[config.mk]
export PLATFORM = sky130hd
export DESIGN_NAME = seg7_scan_driver
export DESIGN_NICKNAME = d
export VERILOG_FILES = /design/src/rtl/seg7_pkg.sv /design/src/rtl/bin2bcd8_seq.sv /design/src/rtl/seg7_scan_driver.sv
export SDC_FILE = /design/constraint.sdc
export NUM_CORES = 1
export LEC_CHECK = 0
export ABC_AREA = 1
export CAP_MARGIN = 20
export CORE_MARGIN = 2
export CORE_UTILIZATION = 30
export CTS_CLUSTER_DIAMETER = 100
export DETAILED_ROUTE_END_ITERATION = 16
export GPL_TIMING_DRIVEN = 0
export HOLD_SLACK_MARGIN = 0.15
export PLACE_DENSITY_LB_ADDON = 0.12
export SLEW_MARGIN = 20
export SYNTH_ARGS = -nofsm -noshare
export SYNTH_HDL_FRONTEND = slang
export SYNTH_SLANG_ARGS = --single-unit
export TNS_END_PERCENT = 50
[constraint.sdc]
create_clock -name CLK -period 2.6 [get_ports CLK]
set_clock_uncertainty 0.1 [all_clocks]
set_input_delay 0.78 -clock CLK [delete_from_list [all_inputs] [get_ports CLK]]
set_output_delay 0.78 -clock CLK [all_outputs]
set_load 0.005 [all_outputs]
[src/rtl/seg7_pkg.sv]
// Shared glyph table, nibble-to-glyph lookup and load-FSM state type for the
// two-digit 7-segment scan driver.
package seg7_pkg;

  localparam logic [6:0] SEG_0     = 7'b1111110;
  localparam logic [6:0] SEG_1     = 7'b0110000;
  localparam logic [6:0] SEG_2     = 7'b1101101;
  localparam logic [6:0] SEG_3     = 7'b1111001;
  localparam logic [6:0] SEG_4     = 7'b0110011;
  localparam logic [6:0] SEG_5     = 7'b1011011;
  localparam logic [6:0] SEG_6     = 7'b1011111;
  localparam logic [6:0] SEG_7     = 7'b1110000;
  localparam logic [6:0] SEG_8     = 7'b1111111;
  localparam logic [6:0] SEG_9     = 7'b1111011;
  localparam logic [6:0] SEG_A     = 7'b1110111;
  localparam logic [6:0] SEG_B     = 7'b0011111;
  localparam logic [6:0] SEG_C     = 7'b1001110;
  localparam logic [6:0] SEG_D     = 7'b0111101;
  localparam logic [6:0] SEG_E     = 7'b1001111;
  localparam logic [6:0] SEG_F     = 7'b1000111;
  localparam logic [6:0] SEG_BLANK = 7'b0000000;
  localparam logic [6:0] SEG_DASH  = 7'b0000001;

  localparam int DEFAULT_SCAN_DIV = 50000;

  typedef enum logic [1:0] {
    ST_IDLE = 2'd0,
    ST_HEX  = 2'd1,
    ST_CONV = 2'd2,
    ST_DONE = 2'd3
  } load_state_e;

  function automatic logic [6:0] nib2seg(input logic [3:0] nib);
    logic [6:0] g;
    case (nib)
      4'h0: g = SEG_0;
      4'h1: g = SEG_1;
      4'h2: g = SEG_2;
      4'h3: g = SEG_3;
      4'h4: g = SEG_4;
      4'h5: g = SEG_5;
      4'h6: g = SEG_6;
      4'h7: g = SEG_7;
      4'h8: g = SEG_8;
      4'h9: g = SEG_9;
      4'hA: g = SEG_A;
      4'hB: g = SEG_B;
      4'hC: g = SEG_C;
      4'hD: g = SEG_D;
      4'hE: g = SEG_E;
      default: g = SEG_F;
    endcase
    return g;
  endfunction

endpackage

[src/rtl/bin2bcd8_seq.sv]
// Sequential 8-bit binary to BCD converter (shift-add-3), one bit per clock.
// The start edge consumes the MSB; done_o pulses 8 cycles after start.
module bin2bcd8_seq (
  input  logic       CLK,
  input  logic       RST,
  input  logic       start_i,
  input  logic [7:0] bin_i,
  output logic       done_o,
  output logic [3:0] hund_o,
  output logic [3:0] tens_o,
  output logic [3:0] ones_o
);

  logic [7:0]  sh_q, sh_d;
  logic [11:0] bcd_q, bcd_d;
  logic [11:0] adj;
  logic [2:0]  cnt_q, cnt_d;
  logic        run_q, run_d;
  logic        done_q, done_d;

  always_comb begin
    adj    = bcd_q;
    sh_d   = sh_q;
    bcd_d  = bcd_q;
    cnt_d  = cnt_q;
    run_d  = run_q;
    done_d = 1'b0;
    if (bcd_q[3:0]  >= 4'd5) adj[3:0]  = bcd_q[3:0]  + 4'd3;
    if (bcd_q[7:4]  >= 4'd5) adj[7:4]  = bcd_q[7:4]  + 4'd3;
    if (bcd_q[11:8] >= 4'd5) adj[11:8] = bcd_q[11:8] + 4'd3;
    if (start_i) begin
      // BCD starts at zero, so the first shift needs no add-3 correction.
      {bcd_d, sh_d} = {12'd0, bin_i} << 1;
      cnt_d = 3'd1;
      run_d = 1'b1;
    end else if (run_q) begin
      {bcd_d, sh_d} = {adj, sh_q} << 1;
      cnt_d = cnt_q + 3'd1;
      if (cnt_q == 3'd7) begin
        run_d  = 1'b0;
        done_d = 1'b1;
      end
    end
  end

  always_ff @(posedge CLK) begin
    if (RST) begin
      sh_q   <= '0;
      bcd_q  <= '0;
      cnt_q  <= '0;
      run_q  <= 1'b0;
      done_q <= 1'b0;
    end else begin
      sh_q   <= sh_d;
      bcd_q  <= bcd_d;
      cnt_q  <= cnt_d;
      run_q  <= run_d;
      done_q <= done_d;
    end
  end

  assign done_o = done_q;
  assign hund_o = bcd_q[11:8];
  assign tens_o = bcd_q[7:4];
  assign ones_o = bcd_q[3:0];

endmodule

[src/rtl/seg7_scan_driver.sv]
// Latches an 8-bit value, converts it to two hex or decimal glyphs and scans
// them onto a multiplexed two-digit 7-segment display.
module seg7_scan_driver
  import seg7_pkg::*;
#(
  parameter int SCAN_DIV  = DEFAULT_SCAN_DIV,
  parameter int DIV_WIDTH = 16,
  parameter bit LZ_BLANK  = 1'b1
) (
  input  logic        CLK,
  input  logic        RST,
  input  logic        LOAD,
  input  logic [7:0]  VAL,
  input  logic        DEC,
  output logic        BUSY,
  output logic        OVF,
  output logic [6:0]  SEG,
  output logic        D1,
  output logic        D2,
  output load_state_e dbg_state_o
);

  // Handshake: LOAD is taken on an edge where BUSY is low (IDLE or DONE);
  // BUSY is high from the next cycle until the edge that commits the digits.
  // LOAD seen while BUSY is high, including the commit edge, is dropped.

  load_state_e state_q, state_d;
  logic [7:0]  val_q, val_d;
  logic        conv_start, commit_hex, commit_dec;

  logic [DIV_WIDTH-1:0] presc_q, presc_d;
  logic                 sel_q, sel_d;
  logic                 wrap;
  logic                 d1_q, d1_d, d2_q;
  logic [6:0]           seg_q, seg_d;
  logic [6:0]           hi_q, hi_d, lo_q, lo_d;
  logic                 ovf_q, ovf_d;

  logic       bcd_done;
  logic [3:0] bcd_hund, bcd_tens, bcd_ones;

  bin2bcd8_seq u_bcd (
    .CLK     (CLK),
    .RST     (RST),
    .start_i (conv_start),
    .bin_i   (VAL),
    .done_o  (bcd_done),
    .hund_o  (bcd_hund),
    .tens_o  (bcd_tens),
    .ones_o  (bcd_ones)
  );

  always_comb begin
    state_d    = state_q;
    val_d      = val_q;
    conv_start = 1'b0;
    commit_hex = 1'b0;
    commit_dec = 1'b0;
    case (state_q)
      ST_IDLE, ST_DONE: begin
        state_d = ST_IDLE;
        if (LOAD) begin
          val_d      = VAL;
          conv_start = DEC;
          state_d    = DEC ? ST_CONV : ST_HEX;
        end
      end
      ST_HEX: begin
        commit_hex = 1'b1;
        state_d    = ST_DONE;
      end
      ST_CONV: begin
        if (bcd_done) begin
          commit_dec = 1'b1;
          state_d    = ST_DONE;
        end
      end
      default: state_d = ST_IDLE;
    endcase
  end

  // sel_q=0 selects the tens digit; D1 follows sel one edge later.
  always_comb begin
    wrap    = (presc_q == DIV_WIDTH'(SCAN_DIV - 1));
    presc_d = wrap ? '0 : presc_q + DIV_WIDTH'(1);
    sel_d   = wrap ? ~sel_q : sel_q;
    d1_d    = ~sel_q;
  end

  always_comb begin
    hi_d  = hi_q;
    lo_d  = lo_q;
    ovf_d = ovf_q;
    if (commit_hex) begin
      hi_d  = nib2seg(val_q[7:4]);
      lo_d  = nib2seg(val_q[3:0]);
      ovf_d = 1'b0;
    end else if (commit_dec) begin
      if (bcd_hund != 4'd0) begin
        hi_d  = SEG_DASH;
        lo_d  = SEG_DASH;
        ovf_d = 1'b1;
      end else begin
        hi_d  = (LZ_BLANK && (bcd_tens == 4'd0)) ? SEG_BLANK : nib2seg(bcd_tens);
        lo_d  = nib2seg(bcd_ones);
        ovf_d = 1'b0;
      end
    end
    // Use next-state values so SEG, D1/D2 and new digits land on one edge.
    seg_d = d1_d ? hi_d : lo_d;
  end

  always_ff @(posedge CLK) begin
    if (RST) begin
      state_q <= ST_IDLE;
      val_q   <= '0;
      presc_q <= '0;
      sel_q   <= 1'b0;
      d1_q    <= 1'b1;
      d2_q    <= 1'b0;
      seg_q   <= SEG_BLANK;
      hi_q    <= SEG_BLANK;
      lo_q    <= SEG_BLANK;
      ovf_q   <= 1'b0;
    end else begin
      state_q <= state_d;
      val_q   <= val_d;
      presc_q <= presc_d;
      sel_q   <= sel_d;
      d1_q    <= d1_d;
      d2_q    <= ~d1_d;
      seg_q   <= seg_d;
      hi_q    <= hi_d;
      lo_q    <= lo_d;
      ovf_q   <= ovf_d;
    end
  end

  assign BUSY        = (state_q == ST_HEX) || (state_q == ST_CONV);
  assign OVF         = ovf_q;
  assign SEG         = seg_q;
  assign D1          = d1_q;
  assign D2          = d2_q;
  assign dbg_state_o = state_q;

endmodule

**Word level (Yosys, flattened, before mapping)**

Memory sizes are Yosys's and may differ from the RTL's. A register that Yosys moved wholly into a read port is not among the register bits.
Cells that the tools add are included.

- $add $sub $neg: 5
- $lt $le $gt $ge: 3
- Equality and inequality tests: 6
- Multiplexer cells: 37
- Bitwise gates (word level): 2
- Reductions and logical operators: 11

Operators by type and width:

| kind | count |
|---|---|
| 7-bit 2-to-1 mux | 8 |
| 4-bit 2-to-1 mux | 8 |
| 16-bit by 1-bit adder with 16-bit output (second input constant) | 1 |
| 16-bit == test (second input constant) | 1 |
| 8-bit 2-to-1 mux | 2 |
| 1-bit 2-to-1 mux | 14 |
| 4-bit by 3-bit greater-or-equal comparator with 1-bit output (second input constant) | 3 |
| 4-bit by 2-bit adder with 4-bit output (second input constant) | 2 |
| 2-bit OR reduction | 4 |
| 2-bit 2-to-1 mux | 3 |
| 2-bit case mux with 3 select lines | 1 |
| 2-bit == test (second input constant) | 2 |
| 4-bit zero test | 1 |
| 4-bit nonzero test | 1 |
| 3-bit by 1-bit adder with 3-bit output (second input constant) | 1 |
| 3-bit by 2-bit adder with 3-bit output (second input constant) | 1 |
| 3-bit == test (second input constant) | 1 |
| 3-bit 2-to-1 mux | 1 |
| 3-bit OR reduction | 1 |
| 2-bit by 1-bit == test with 1-bit output (second input constant) | 1 |
| 2-bit zero test | 1 |
| 2-bit by 1-bit != test with 1-bit output (second input constant) | 1 |
| 1-bit NOT | 2 |
| 2-bit AND reduction | 1 |
| other kinds (2) | 2 |

- Register bits: 75
- Memory bits (read-only): 448
- Bits of input ports: 12
- Output and inout port bits: 13
- Memories kept: 4

Memories:

| memory | words | bits a word | rd ports | clocked after Yosys merged registers in | wr ports | line | RTL |
|---|---|---|---|---|---|---|---|
| (no name shown) | 16 | 7 | 1 | 1 | 0 | seg7_pkg.sv:35 | `case (nib)` |
| (no name shown) | 16 | 7 | 1 | 1 | 0 | seg7_pkg.sv:35 |  |
| (no name shown) | 16 | 7 | 1 | 1 | 0 | seg7_pkg.sv:35 |  |
| (no name shown) | 16 | 7 | 1 | 0 | 0 | seg7_pkg.sv:35 |  |

**Logic depth before layout (Yosys ltp)**

Gate-level depths: netlist of the first run.

- Word-level depth: 6
- Depth in mapped cells: 16
- Depth with buffers taken out: 16

**Cells and area by module**

Synthesis of the first run repeated with hierarchy kept, for this count alone.

- Cell total of the unflattened synthesis: 683
- Area, all modules: 4,919.7 µm²

By module, submodules not included:

| module | times used | cells each | area an instance (µm²) | sequential area each (µm²) |
|---|---|---|---|---|
| seg7_scan_driver | 1 | 517 | 3,626.0 | 1,301.2 |
| bin2bcd8_seq | 1 | 166 | 1,293.7 | 480.5 |

**Worst setup path before layout of the first run**

Ideal clock, no wire load.

- Kind: input-to-reg
- From: input port LOAD
- To: register with a tool-made name
- Arrival: 2,057 ps
- Required time: 2,388 ps
- Slack: 331 ps
- Stages on the path: 14
- Path through: nand2_2 > inv_2 > nand2_2 > nand2_4 > inv_2 > buf_6 > nand2_1 > inv_1 > ha_1 > inv_1 > nand3_1 > nand2_1 > nand2_1 > nand2_1

RTL lines:

| item | line | RTL |
|---|---|---|
| from (decl) | seg7_scan_driver.sv:12 | `input logic LOAD,` |

**Final worst setup path of the first run**

- From: register state_q[0], in the netlist dbg_state_o[0]
- To: output port BUSY

- Longest elaborated chain between the ends: 2
- Elaborated cells on any way between the ends: 3
- Those cells by class: 2 x eq/ne; 1 x reduce/logical

RTL lines:

| item | line | RTL |
|---|---|---|
| from (decl) | seg7_scan_driver.sv:27 | `load_state_e state_q, state_d;` |
| from (signal assigned) | seg7_scan_driver.sv:126 | `state_q <= state_d;` |
| 2-bit by 1-bit == test with 1-bit output or 2-bit == test (tied branches) | seg7_scan_driver.sv:139 | `assign BUSY = (state_q == ST_HEX) \|\| (state_q == ST_CONV);` |
| 1-bit logical OR * | seg7_scan_driver.sv:139 |  |
| to (decl) | seg7_scan_driver.sv:15 | `output logic BUSY,` |

Every way passes the cells marked *; elsewhere a longest branch is shown, timed or not.

==> flow_metrics.env, run 1 <==
export IMPL_tightest_slew_ns=0.563
export IMPL_portBuffers=24
export IMPL_num_vias=4056
export IMPL_synth_edf_count=0
export IMPL_start_kind="flop"
export IMPL_fmax_mhz=407
export IMPL_yosysUniqueCellTypes=42
export IMPL_cts_sink_count=96
export IMPL_ant_nets=0
export IMPL_total_power_mw=5.23
export IMPL_drt_pass1_iterations=4
export IMPL_synth_ff_type="dfxtp_1"
export IMPL_dp_slack_ns=-0.546
export IMPL_synth_top_area_share_pct=39.7
export IMPL_synth_area_um2=4840
export IMPL_fill_cells=1658
export IMPL_ys_top_cells_by_area="dfxtp_1 (40%), nand2_1 (10%), ha_1 (9.6%)"
export IMPL_path_max_fanout=3
export IMPL_power_density_nw_per_um2=909
export IMPL_fp_dieH_um=131
export IMPL_finalCritPeriodShare_pct=94.6
export IMPL_ir_worst_vdd_uv=356
export IMPL_grt_max_degree=17
export IMPL_yosys_area_share_xor_xnor_pct=1.27
export IMPL_cpPeakStageDelay_ns=0.50
export IMPL_cts_buffer_depth=2
export IMPL_hpwl_um=8660
export IMPL_grt_usage_pct=14.5
export IMPL_num_antenna_cells=0
export IMPL_worst_slack_ns=0.141
export IMPL_antenna_found_initial=0
export IMPL_hold_viol=0
export IMPL_cp_arrival_ns=1.58
export IMPL_crit_slowest_cell="clkdlybuf4s50_1"
export IMPL_p_leak_nw=2.48
export IMPL_synthCells=637
export IMPL_hp_class="flop to flop"
export IMPL_reg2reg_slack_ns=0.30
export IMPL_crit_path_end="BUSY"
export IMPL_clk_pin_slew_worst_paths_ns=0.07
export IMPL_synth_compound_area_share_pct=14.9
export IMPL_dieArea_um2=17200
export IMPL_synth_area_leader_cell="dfxtp_1"
export IMPL_synth_fa_ha_area_share_pct=9.57
export IMPL_drive_gt1_share_pct=14.0
export IMPL_r2r_cells=14
export IMPL_avgSynthCellArea_um2=7.60
export IMPL_rows=46
export IMPL_post_drt_wl_per_cell_um=12.8
export IMPL_end_kind="output port"
export IMPL_r2r_start="u_bcd.bcd_q[1]"
export IMPL_muxShareOfSynthArea_pct=0
export IMPL_synthesis_nets=686
export IMPL_drt_total_wl_um=11500
export IMPL_met2_usage_pct=25.8
export IMPL_synthArstFlopShare_pct=0
export IMPL_nets=724
export IMPL_slew_headroom_pct=62.5
export IMPL_synthToLayoutAreaGrowth_pct=18.9
export IMPL_post_drt_via_cell_ratio=4.53
export IMPL_place_inst=877
export IMPL_coreArea_um2=15800
export IMPL_crit_top_cell="inv_1"
export IMPL_cts_root_buffer="clkbuf_16"
export IMPL_yosysSeqAreaShare_pct=39.7
export IMPL_die_x_um=131
export IMPL_synth_warnings=0
export IMPL_start_util_pct=30.6
export IMPL_crit_type="flop to output port"
export IMPL_finalSetupViolCount=0
export IMPL_critPathLaunch="dbg_state_o[0]"
export IMPL_fin_setup_tns_ns=0
export IMPL_ys_ff_latch=96
export IMPL_drcViolationCount=0
export IMPL_yosys_area_share_simple_pct=25.9
export IMPL_synth_top_family_by_area="simple AND/OR/NAND/NOR gates"
export IMPL_status="finished clean"
export IMPL_slew_viol_final=0
export IMPL_use_met3_pct=2.57
export IMPL_crit_path_cell_trace="inv_1 -> ha_4 -> inv_1 -> clkdlybuf4s50_1"
export IMPL_max_cap_violations=0
export IMPL_insertion_delay_ns=0.35
export IMPL_required_ns=1.72
export IMPL_place_gp_congestion=0.816
export IMPL_grt_pass1_vias=4030
export IMPL_grt_ovfl_total=0
export IMPL_numCtsBuffers=9
export IMPL_h_tree_depth=3
export IMPL_min_period_ns=2.46
export IMPL_cts_tree="yes"
export IMPL_busiest_layer="met2"
export IMPL_grt_first_pass_wirelength_um=19400
export IMPL_gr_usage_met1_pct=17.3
export IMPL_grt_setup_unrepaired="false"
export IMPL_final_cells=896
export IMPL_drt_iter0_drc=174
export IMPL_ioPinCount=25
==> layer usage <==
layer,wire length [µm],vias up
li1,-,2154
met1,5340,1856
met2,5680,32
met3,257,14
met4,206,0
met5,0,-
==> per-stage QoR <==
step	utilization, %	hold WS, ns	instance area (µm²)
6_report	36.4	0.370	5750
5_1_grt	36.4	0.389	5750
4_1_cts	36.1	0.374	5710
3_5_place_dp	33.8	0.358	5350
3_3_place_gp	33.8	0.342	5350
2_1_floorplan	-	0.329	4840
==> power by group <==
part	internal [mW]	total [mW]	switching (mW)
clock network	0.878	1.46	0.584
logic	0.708	1.79	1.08
registers	1.83	1.98	0.150
==> cells by family after synthesis <==
kind of cell,after synthesis
adders and majority gates,37
xor gates and xnor gates,7
AOI/OAI and AO/OA,126
buffers and inverters,99
and+or+nand+nor,272
DFF,96
==> critical path, delay by kind of cell (launching register included) <==
kind / cells / cell delay [ns]
adder cells (fa/ha/maj): 1 / 0.25
buffers and inverters: 3 / 0.65
flip-flops: 1 / 0.34
==> cell usage in the layout, fill, tap and decap left out, drive strengths merged <==
cell           instances
nand2                147
dfxtp                 96
inv                   81
nor2                  55
o21ai                 50
a21oi                 41
nand3                 39
ha                    37
clkdlybuf4s50         23
buf                   21
o211ai                14
clkbuf                12
nor3                  11
o22ai                  8
a31oi                  8
or2                    7
xor2                   6
nand4                  6
nor4                   3
and2                   2
a221oi                 2
bufinv                 2
clkinvlp               1
nand3b                 1
o21bai                 1
a21o                   1
a21boi                 1
xnor2                  1
and3                   1
clkinv                 1
dlymetal6s2s           1
==> cell usage after synthesis, types with 5 or more instances <==
library cell,n
o22ai_1,8
nand2_1,132
nand3_1,35
o21ai_2,5
or2_2,6
o21ai_0,39
ha_1,37
nor2_1,50
a31oi_1,8
o21ai_1,6
inv_1,67
nand4_1,5
dfxtp_1,96
inv_2,13
buf_2,11
nor3_1,8
nand2_2,14
a21oi_1,40
xor2_1,6
o211ai_1,14
==> how the worst min path moves through the flow <==
stage                   startpoint             end  cells past startpoint
CTS                     presc_q[0]      presc_q[0]                      1
finish              u_bcd.cnt_q[2]  u_bcd.cnt_q[2]                      2
global route            presc_q[0]      presc_q[0]                      1
global placement        presc_q[0]      presc_q[0]                      1
floorplan               presc_q[0]      presc_q[0]                      1
detailed placement      presc_q[0]      presc_q[0]                      1
==> cell type report <==
| cell class | count | area (µm²) | area share (%) |
|---|---|---|---|
| Clock buffer | 11 | 243 | 4.22 |
| Timing Repair Buffer | 27 | 265 | 4.61 |
| Inverter | 80 | 307 | 5.33 |
| Buffer | 19 | 115 | 2.00 |
| Clock inverter | 5 | 86.3 | 1.50 |
| Multi-Input combinational cell | 442 | 2540 | 44.2 |
| Sequential cell | 96 | 1920 | 33.4 |
| Tap cell | 216 | 270 | 4.70 |
==> what timing repair did <==
action	CTS	global route
pin swaps	0	1
endpoints found under the setup margin	20	15
resized for setup	5	8
hold buffers	0	0
buffers inserted	2	1
Power figures use the tool's default switching activity.
==> run 2: changes to the inputs <==
Settings changed: ABC_AREA 1 to 0, ABC_CLOCK_PERIOD_IN_PS from default to 2600.
==> flow_metrics.env, run 2 <==
export IMPL_status="finished clean"
export IMPL_post_drt_via_cell_ratio=4.81
export IMPL_drt_pass1_iterations=4
export IMPL_drcViolationCount=0
export IMPL_finalSetupViolCount=0
export IMPL_yosysUniqueCellTypes=64
export IMPL_synth_edf_count=0
export IMPL_grt_max_degree=16
export IMPL_hp_class="flop to flop"
export IMPL_required_ns=1.72
export IMPL_synth_warnings=0
export IMPL_drt_iter0_drc=145
export IMPL_pwr_share_seq_pct=38.6
export IMPL_pwr_share_comb_pct=31.9
export IMPL_synthCells=529
export IMPL_synth_ff_type="dfxtp_1"
export IMPL_finalCritPeriodShare_pct=96.5
export IMPL_ir_worst_vdd_uv=368
export IMPL_numCtsBuffers=9
export IMPL_crit_path_cell_trace="inv_1 -> ha_4 -> inv_1 -> clkdlybuf4s50_1"
export IMPL_tightest_slew_ns=0.605
export IMPL_drive_gt1_share_pct=16.3
export IMPL_min_period_ns=2.51
export IMPL_grt_setup_unrepaired="false"
export IMPL_antenna_found_initial=0
export IMPL_dieArea_um2=17300
export IMPL_grt_first_pass_wirelength_um=19500
export IMPL_total_power_mw=4.85
export IMPL_grt_usage_pct=14.1
export IMPL_path_max_fanout=15
export IMPL_crit_type="flop to output port"
export IMPL_nets=615
export IMPL_cp_arrival_ns=1.63
export IMPL_clk_pin_slew_worst_paths_ns=0.07
export IMPL_final_cells=786
export IMPL_post_drt_wl_per_cell_um=14.8
export IMPL_cts_root_buffer="clkbuf_16"
export IMPL_slew_headroom_pct=59.7
export IMPL_ys_ff_latch=96
export IMPL_num_vias=3781
export IMPL_place_inst=769
export IMPL_fp_dieH_um=131
export IMPL_switching_share_pct=31.4
export IMPL_yosysSeqAreaShare_pct=39.5
export IMPL_start_kind="flop"
export IMPL_portBuffers=24
export IMPL_insertion_delay_ns=0.35
export IMPL_cts_tree="yes"
export IMPL_layout_commonest_cell="dfxtp_1"
export IMPL_synth_most_common_cell="dfxtp_1"
export IMPL_max_cap_violations=0
export IMPL_h_tree_depth=3
export IMPL_switching_power_mw=1.52
export IMPL_coreArea_um2=15900
export IMPL_ioPinCount=25
export IMPL_crit_top_cell="inv_1"
export IMPL_ant_nets=0
export IMPL_synthArstFlopShare_pct=0
export IMPL_hpwl_um=8610
export IMPL_synth_area_leader_cell="dfxtp_1"
export IMPL_start_util_pct=30.6
export IMPL_synth_top_area_share_pct=39.5
export IMPL_ys_top_cells_by_count="dfxtp_1 (96), nor2_1 (56), ha_1 (37)"
export IMPL_grt_pass1_vias=3728
export IMPL_synthToLayoutAreaGrowth_pct=20.7
export IMPL_power_density_nw_per_um2=825
export IMPL_drt_total_wl_um=11600
export IMPL_final_cell_mix="dfxtp_1 (92), nor2_1 (52), inv_1 (34), ha_1 (34), a21oi_1 (30)"
export IMPL_cts_buffer_depth=2
export IMPL_num_antenna_cells=0
export IMPL_place_gp_congestion=0.797
export IMPL_power_internal_mw=3.32
export IMPL_clkPwrFrac_pct=29.6
export IMPL_die_x_um=131
export IMPL_synthesis_nets=578
export IMPL_avgSynthCellArea_um2=9.20
export IMPL_hold_viol=0
export IMPL_cpPeakStageDelay_ns=0.44
export IMPL_crit_slowest_cell="clkdlybuf4s50_1"
export IMPL_grt_ovfl_total=0
export IMPL_ys_top_cells_by_area="dfxtp_1 (39%), ha_1 (9.5%), nor2_1 (4.3%)"
export IMPL_synth_area_um2=4870
export IMPL_fin_util_pct=37.0
export IMPL_slew_viol_final=0
export IMPL_cts_sink_count=96
export IMPL_end_kind="output port"
export IMPL_p_leak_nw=2.16
export IMPL_rows=46
export IMPL_fmax_mhz=399
export IMPL_fin_setup_tns_ns=0
[run 2: changes by cell type in the layout (fill, tap and decap cells not counted), moves of 14 or more]
cell,delta
nand3_1,-21
mux2i_1,+16
nand2_2,-14
nor2b_1,+17
nand2_1,-109
o21ai_0,-31
inv_1,-31
[run 2: worst paths after layout]
path / start / depth (start not counted) / slack (ns) / to
setup / recovery: dbg_state_o[0] / 4 / 0.09 / BUSY
hold / removal: presc_q[0] / 1 / 0.35 / presc_q[0]
setup reg to reg: u_bcd.bcd_q[4] / 9 / 0.21 / flop
hold reg to reg: presc_q[0] / 1 / 0.35 / presc_q[0]
[run 2: power by group through the flow]
| stage | Sequential [mW] | Combinational (mW) | Clock (mW) |
|---|---|---|---|
| 2_1_floorplan | 1.87 | 1.00 | 0 |
| 3_3_place_gp | 1.90 | 1.43 | 0 |
| 3_5_place_dp | 1.90 | 1.43 | 0 |
| 4_1_cts | 1.87 | 1.54 | 1.47 |
| 5_1_grt | 1.90 | 1.71 | 1.53 |
| 6_report | 1.87 | 1.54 | 1.43 |
[run 2: repair_timing]
| action | CTS | global route |
|---|---|---|
| setup buffers | 1 | 3 |
| endpoints found under the setup margin | 43 | 11 |
| pin swaps | 0 | 4 |
| hold buffers | 0 | 0 |
| resized for setup | 34 | 10 |
[run 2: critical path: cells and delay by family, from the launching register on]
family	cells	cell delay (ns)
adder cells (fa/ha/maj)	1	0.39
buffers and inverters	3	0.56
flip-flops	1	0.33
[run 2: cell families after synthesis]
kind of cell	Yosys count	synth area share (%)
flops	96	39.5
buf+inv	63	5.73
compound gates	118	17.2
fa+ha+maj	37	9.51
simple gates	164	17.3
mux	32	7.38
xor+xnor	19	3.42
[run 2: area by class of cell]
type	count	area, µm²
Buffer	27	159
Clock buffer	10	229
Clock inverter	5	81.3
Fill cell	1685	10000
Inverter	34	128
Multi-Input combinational cell	370	2810
Sequential cell	96	1930
Tap cell	216	270
Timing Repair Buffer	28	273
[run 2: per-stage QoR]
stage               setup slack, ns  hold slack (ns)  area, µm²
floorplan                  0.000219            0.318       4870
global placement              -1.09            0.332       5380
detailed placement            -1.11            0.336       5380
CTS                          0.0242            0.353       5810
global route             0.00000511            0.395       5870
finish                       0.0922            0.349       5870
[run 2: per-layer routing]
| layer | part of all wire (%) | wire length (µm) | GRT usage (%) |
|---|---|---|---|
| met1 | 50 | 5870 | 19.3 |
| met2 | 45 | 5220 | 21.8 |
| met3 | 2.4 | 278 | 2.20 |
| met4 | 2.4 | 283 | 6.64 |
| met5 | 0 | 0 | 0 |
